===== config.mk =====
export PLATFORM = sky130hd
export DESIGN_NAME = i2s_sample_tx
export DESIGN_NICKNAME = d
export VERILOG_FILES = /design/src/rtl/i2s_sample_tx.sv
export SDC_FILE = /design/constraint.sdc
export NUM_CORES = 1
export LEC_CHECK = 0
export CORE_MARGIN = 3
export CORE_UTILIZATION = 55
export CTS_CLUSTER_SIZE = 12
export DETAILED_ROUTE_END_ITERATION = 8
export PLACE_DENSITY = 0.78
export SETUP_SLACK_MARGIN = 0.05
export SYNTH_ARGS = -nofsm -noshare
export SYNTH_HDL_FRONTEND = slang
export SYNTH_SLANG_ARGS = --single-unit
export TNS_END_PERCENT = 10

===== constraint.sdc =====
create_clock -name clk -period 3.85 [get_ports clk]
set_input_delay 0.385 -clock clk [delete_from_list [all_inputs] [get_ports clk]]
set_output_delay 0.385 -clock clk [all_outputs]
set_load 0.02 [all_outputs]

===== src/rtl/i2s_sample_tx.sv =====
// ---------------------------------------------------------------------------
// i2s_sample_tx
//
// Purpose:
//   Serializes the 24-bit mixed mono sample to the DAC/codec as I2S. The same
//   sample goes out in both the left and the right slot of each frame.
//   SCLK, LRCLK and SDATA are all generated from clk. Once per frame a
//   one-clk request pulse asks upstream for the next sample. That pulse is
//   the mixer/voice sample clock.
//
// Ports:
//   clk           in   system clock
//   reset_n       in   asynchronous, active-low reset
//   sample_in     in   mixed sample, two's complement, SAMPLE_W bits
//   sample_valid  in   1-clk strobe; loads sample_in into the hold register
//   sample_req    out  1-clk pulse at frame start (next sample wanted)
//   underrun      out  1-clk pulse: frame started with no new sample held
//   overrun       out  1-clk pulse: sample_valid while hold was already full
//   sclk          out  I2S bit clock, clk/(2*CLK_DIV)
//   lrclk         out  I2S word select, 0 = left, 1 = right
//   sdata         out  I2S serial data, MSB first, changes on SCLK fall
// ---------------------------------------------------------------------------
module i2s_sample_tx #(
    parameter int CLK_DIV  = 8,
    parameter int SAMPLE_W = 24,
    parameter int SLOT_W   = 32
) (
    input  logic                       clk,
    input  logic                       reset_n,
    input  logic signed [SAMPLE_W-1:0] sample_in,
    input  logic                       sample_valid,
    output logic                       sample_req,
    output logic                       underrun,
    output logic                       overrun,
    output logic                       sclk,
    output logic                       lrclk,
    output logic                       sdata
);

    localparam int FRAME_W = 2 * SLOT_W;
    localparam int DIV_W   = (CLK_DIV > 1) ? $clog2(CLK_DIV) : 1;
    localparam int BIT_W   = $clog2(FRAME_W);

    logic [DIV_W-1:0]           div_cnt;
    logic [BIT_W-1:0]           bit_cnt;
    logic signed [SAMPLE_W-1:0] hold;
    logic                       hold_full;
    logic signed [SAMPLE_W-1:0] frame_data;

    logic                       div_tc;
    logic                       fall_evt;
    logic                       frame_start;
    logic [BIT_W-1:0]           bit_nxt;
    logic signed [SAMPLE_W-1:0] frame_nxt;

    // Word select for bit position p: high over the right slot, advanced by
    // one bit so that it leads the MSB as I2S requires.
    function automatic logic lr_bit(input logic [BIT_W-1:0] p);
        int unsigned pi;
        pi = {{(32-BIT_W){1'b0}}, p};
        return (pi >= SLOT_W - 1) && (pi <= FRAME_W - 2);
    endfunction

    // Serial data bit for bit position p. The sample goes MSB first at the
    // head of each slot. The remaining slot bits are zero padding.
    function automatic logic slot_bit(input logic [BIT_W-1:0]           p,
                                      input logic signed [SAMPLE_W-1:0] d);
        int unsigned             pi;
        int unsigned             off;
        logic [SAMPLE_W-1:0]     sh;
        pi = {{(32-BIT_W){1'b0}}, p};
        if (pi < SAMPLE_W) begin
            off = pi;
        end else if ((pi >= SLOT_W) && (pi < SLOT_W + SAMPLE_W)) begin
            off = pi - SLOT_W;
        end else begin
            return 1'b0;
        end
        sh = d << off;
        return sh[SAMPLE_W-1];
    endfunction

    assign div_tc      = (div_cnt == DIV_W'(CLK_DIV - 1));
    assign fall_evt    = div_tc && sclk;
    assign frame_start = fall_evt && (bit_cnt == BIT_W'(FRAME_W - 1));
    assign bit_nxt     = (bit_cnt == BIT_W'(FRAME_W - 1)) ? '0
                                                          : bit_cnt + BIT_W'(1);
    // With no fresh sample, the previous frame repeats.
    assign frame_nxt   = (frame_start && hold_full) ? hold : frame_data;

    always_ff @(posedge clk or negedge reset_n) begin
        if (!reset_n) begin
            div_cnt    <= '0;
            bit_cnt    <= BIT_W'(FRAME_W - 1);
            hold       <= '0;
            hold_full  <= 1'b0;
            frame_data <= '0;
            sclk       <= 1'b0;
            lrclk      <= 1'b0;
            sdata      <= 1'b0;
            sample_req <= 1'b0;
            underrun   <= 1'b0;
            overrun    <= 1'b0;
        end else begin
            sample_req <= 1'b0;
            underrun   <= 1'b0;
            overrun    <= 1'b0;

            // Bit clock divider
            if (div_tc) begin
                div_cnt <= '0;
                sclk    <= ~sclk;
            end else begin
                div_cnt <= div_cnt + DIV_W'(1);
            end

            // Bit position and serial outputs advance on SCLK fall. The DAC
            // samples them on the following rise.
            if (fall_evt) begin
                bit_cnt    <= bit_nxt;
                lrclk      <= lr_bit(bit_nxt);
                sdata      <= slot_bit(bit_nxt, frame_nxt);
                frame_data <= frame_nxt;
            end

            if (frame_start) begin
                sample_req <= 1'b1;
                underrun   <= ~hold_full;
                hold_full  <= 1'b0;
            end

            // A capture in the frame-start clk refills hold after the old
            // value has moved to frame_data, so it is not an overrun.
            if (sample_valid) begin
                hold      <= sample_in;
                hold_full <= 1'b1;
                overrun   <= hold_full && !frame_start;
            end
        end
    end

endmodule


==> out/qor.csv <==
stage;metric;value;unit
status;outcome;completed;
cts;postCtsHoldBufs;0;
pwr;swShare;21.52;%
logic_synthesis;synth_cell_types;45;
logic_synthesis;ys_ff_latch;64;
floorplan;ios;33;
finish;finish.utilization;67.78;%
drt;initialDrtViolationCount;132;
finish;drive_gt1_share;19.81;%
finish;design_area;3572;um^2
drt;drtPass1Iterations;4;
logic_synthesis;yosysSeqAreaShare;52.36;%
placement;dpl-instance-area;3392;um^2
floorplan;rows;26;
drt;drcViolationCount;0;
worst_setup_path;worst_setup_path_end_kind;flip-flop;
drt;num_vias;2104;
job;cap_violations;0;
pwr;p_int;1.042;mW
logic_synthesis;synth-edff-count;0;
drt;wire_per_inst;14.29;um
pwr;power_per_cell_area;371.7;nW/um^2
sta;tightestPinTransition;1.098;ns
worst_setup_path;startpoint_type;flip-flop;
drt;viasPerCell;5.354;
pwr;peakVddDrop;0.2498;mV
cts;htree_levels;3;
sta;fmax;0.3113;GHz
global_routing;antenna_found_initial;0;
global_routing;grt_max_degree;38;
global_routing;grt_overflow;0;
sta;slew_viol_final;0;
logic_synthesis;synth_area;3073;um^2
cts;cts_setup_buffers;0;
drt;drt-total-wl;5.617;mm
placement;gp_congestion;0.8619;
sta;finalHoldViolCount;0;
pwr;clkPwrFrac;40.6;%
logic_synthesis;post-synth-top-count-cell;nand2_1;
sta;finalCritPeriodShare;83.44;%
logic_synthesis;synth_top_cell_by_area;dfrtp_1;
logic_synthesis;syn-num-nets;319;
placement;dp.cells;377;
logic_synthesis;yosys_warnings;0;
logic_synthesis;async_reset_ff_share;100.0;%
placement;portBuffers;32;
global_routing;grt_pass1_wl;9.880;mm
sta;fin_skew;0.005305;ns
floorplan;coreArea;5270;um^2
logic_synthesis;synth_common_cells;80 x nand2_1, 58 x dfrtp_1, 26 x mux2_2;
hold_path;hp-class;in -> async;
pwr;pwr-share-seq;53.8;%
finish;area_growth;16.25;%
floorplan;fp.dieW;80.75;um
drt;ant_nets;0;
logic_synthesis;avgSynthCellArea;10.71;um^2
cts;clk_path_buf_depth;2;
worst_setup_path;worstPathRequired;4.06;ns
worst_setup_path;critPathMaxFanout;14;
global_routing;grt_pass1_vias;2132;
logic_synthesis;synth_ff_type;dfrtp_1;
worst_setup_path;worstReg2RegStart;bit_cnt[0];
logic_synthesis;synthTopCellsByArea;dfrtp_1 47%, nand2_1 9.8%, mux2_2 9.5%;
pwr;p_leak;1.638;nW
logic_synthesis;synth_top_area_share;47.23;%
floorplan;design.die.area;6520;um^2
cts;clkSlewWorstSetupHoldPaths;0.07;ns
floorplan;die_h;80.75;um
global_routing;grtUsageTotal;19.90;%
sta;tns;0;ns
cts;cts-root-buf;clkbuf_8;
placement;hpwl;3.994;mm
sta;fin_crit;3.212;ns
logic_synthesis;syn_inst;287;
cts;cts_tree;done;
pwr;p_switching;0.2857;mW
sta;maxSlewHeadroom;26.58;%
cts;insertion_delay;0.34;ns
worst_setup_path;criticalPathCategory;reg -> reg;
worst_setup_path;reg2reg_slack;0.64;ns
finish;layout.cells.non_filler;393;
worst_setup_path;worstPathArrival;3.43;ns
worst_setup_path;reg2reg_depth;9;
finish;diodes;0;
sta;setup_viol;0;
floorplan;initial_utilization;58.31;%
pwr;p_comb_share;5.6;%
finish;nNetsFinal;350;
cts;cts.sinks;64;
sta;rsz0062_at_grt;no;
worst_setup_path;r2r-end;sdata;
cts;ctsResizeCount;0;
cts;cts_buffers;9;
[critical path, stage by stage, from the launching register on]
cell      delay (ns)
dfstp_2         0.61
ha_1            0.40
nand4b_2        0.20
a31oi_4         0.55
mux2i_1         0.25
a211o_1         0.14
o41ai_1         0.07
or4b_1          0.50
a211oi_2        0.25
o41ai_2         0.11
[state kept, by name, indices dropped and copies added, names as in the netlist]
register,flops
hold_full,1
hold,24
div_cnt,3
frame_data,24
bit_cnt,6
sdata,1
underrun,1
sample_req,1
overrun,1
lrclk,1
sclk,1
[stage by stage]
step / power, mW / hold WS, ns / setup WS [ns]
after floorplan: 0.7537 / 0.08941 / 1.215
after global placement: 0.7993 / 0.4199 / 0.7540
after detailed placement: 0.8031 / 0.4369 / 0.6523
after CTS: 1.343 / 0.07506 / 0.6480
after global routing: 1.380 / 0.1049 / 0.4645
final: 1.328 / 0.05701 / 0.6375
[cells by family (layout without fill, tap and decap cells)]
kind of cell	after synthesis	count (layout)	synth area share (%)
mux	36	36	12.79
simple gates	117	117	17.22
compound gates	36	36	9.162
buf+inv	22	58	4.438
fa+ha+maj	5	5	2.036
xor+xnor	7	7	1.995
flops	64	64	52.36
[power groups by stage]
stage / registers (mW) / logic [mW] / clock network, mW
after global placement: 0.726 / 0.0731 / 0
after CTS: 0.715 / 0.0764 / 0.552
after global routing: 0.718 / 0.0820 / 0.581
after floorplan: 0.722 / 0.0313 / 0
final: 0.714 / 0.0739 / 0.539
after detailed placement: 0.727 / 0.0761 / 0
[how the worst max path moves through the flow]
| stage | startpoint | slack, ns | depth (start not counted) | endpoint |
|---|---|---|---|---|
| 3_3_place_gp | bit_cnt[0] | 0.75 | 9 | sdata |
| 2_1_floorplan | bit_cnt[0] | 1.21 | 10 | sdata |
| 4_1_cts | bit_cnt[0] | 0.65 | 9 | sdata |
| 3_5_place_dp | bit_cnt[0] | 0.65 | 9 | sdata |
| 6_report | bit_cnt[0] | 0.64 | 9 | sdata |
| 5_1_grt | bit_cnt[0] | 0.46 | 9 | sdata |
[cell type report]
cell class	instances	area, um^2
well taps	70	87.58
fillers	436	1698
repair buffers	36	345.3
clock inverters	4	45.04
multi-input cells	201	1328
clock buffers	12	135.1
flip-flops and latches	64	1609
inverters	6	22.52
[cells in the final DEF (no fill, tap or decap), types with 3 or more instances in the layout]
| master | n |
|---|---|
| nand2_1 | 80 |
| dfrtp_1 | 58 |
| clkdlybuf4s50_1 | 31 |
| mux2_2 | 26 |
| nor2_1 | 10 |
| mux2i_1 | 10 |
| clkbuf_8 | 9 |
| o21ai_0 | 8 |
| a21oi_1 | 7 |
| inv_1 | 6 |
| dfstp_2 | 6 |
| nand3_1 | 5 |
| ha_1 | 5 |
| xnor2_1 | 4 |
| a211oi_1 | 4 |
| nor3_1 | 4 |
| buf_4 | 4 |
| nand4_1 | 3 |
| xor2_1 | 3 |
| a31oi_1 | 3 |
| clkbuf_1 | 3 |
| clkinv_2 | 3 |
[metal layers]
metal / GRT usage [%] / share of wire (%)
met3: 3.880 / 3.4
met1: 25.83 / 47
met4: 10.64 / 2.4
met5: 0 / 0
met2: 31.71 / 47
Power figures use the tool's default switching activity.
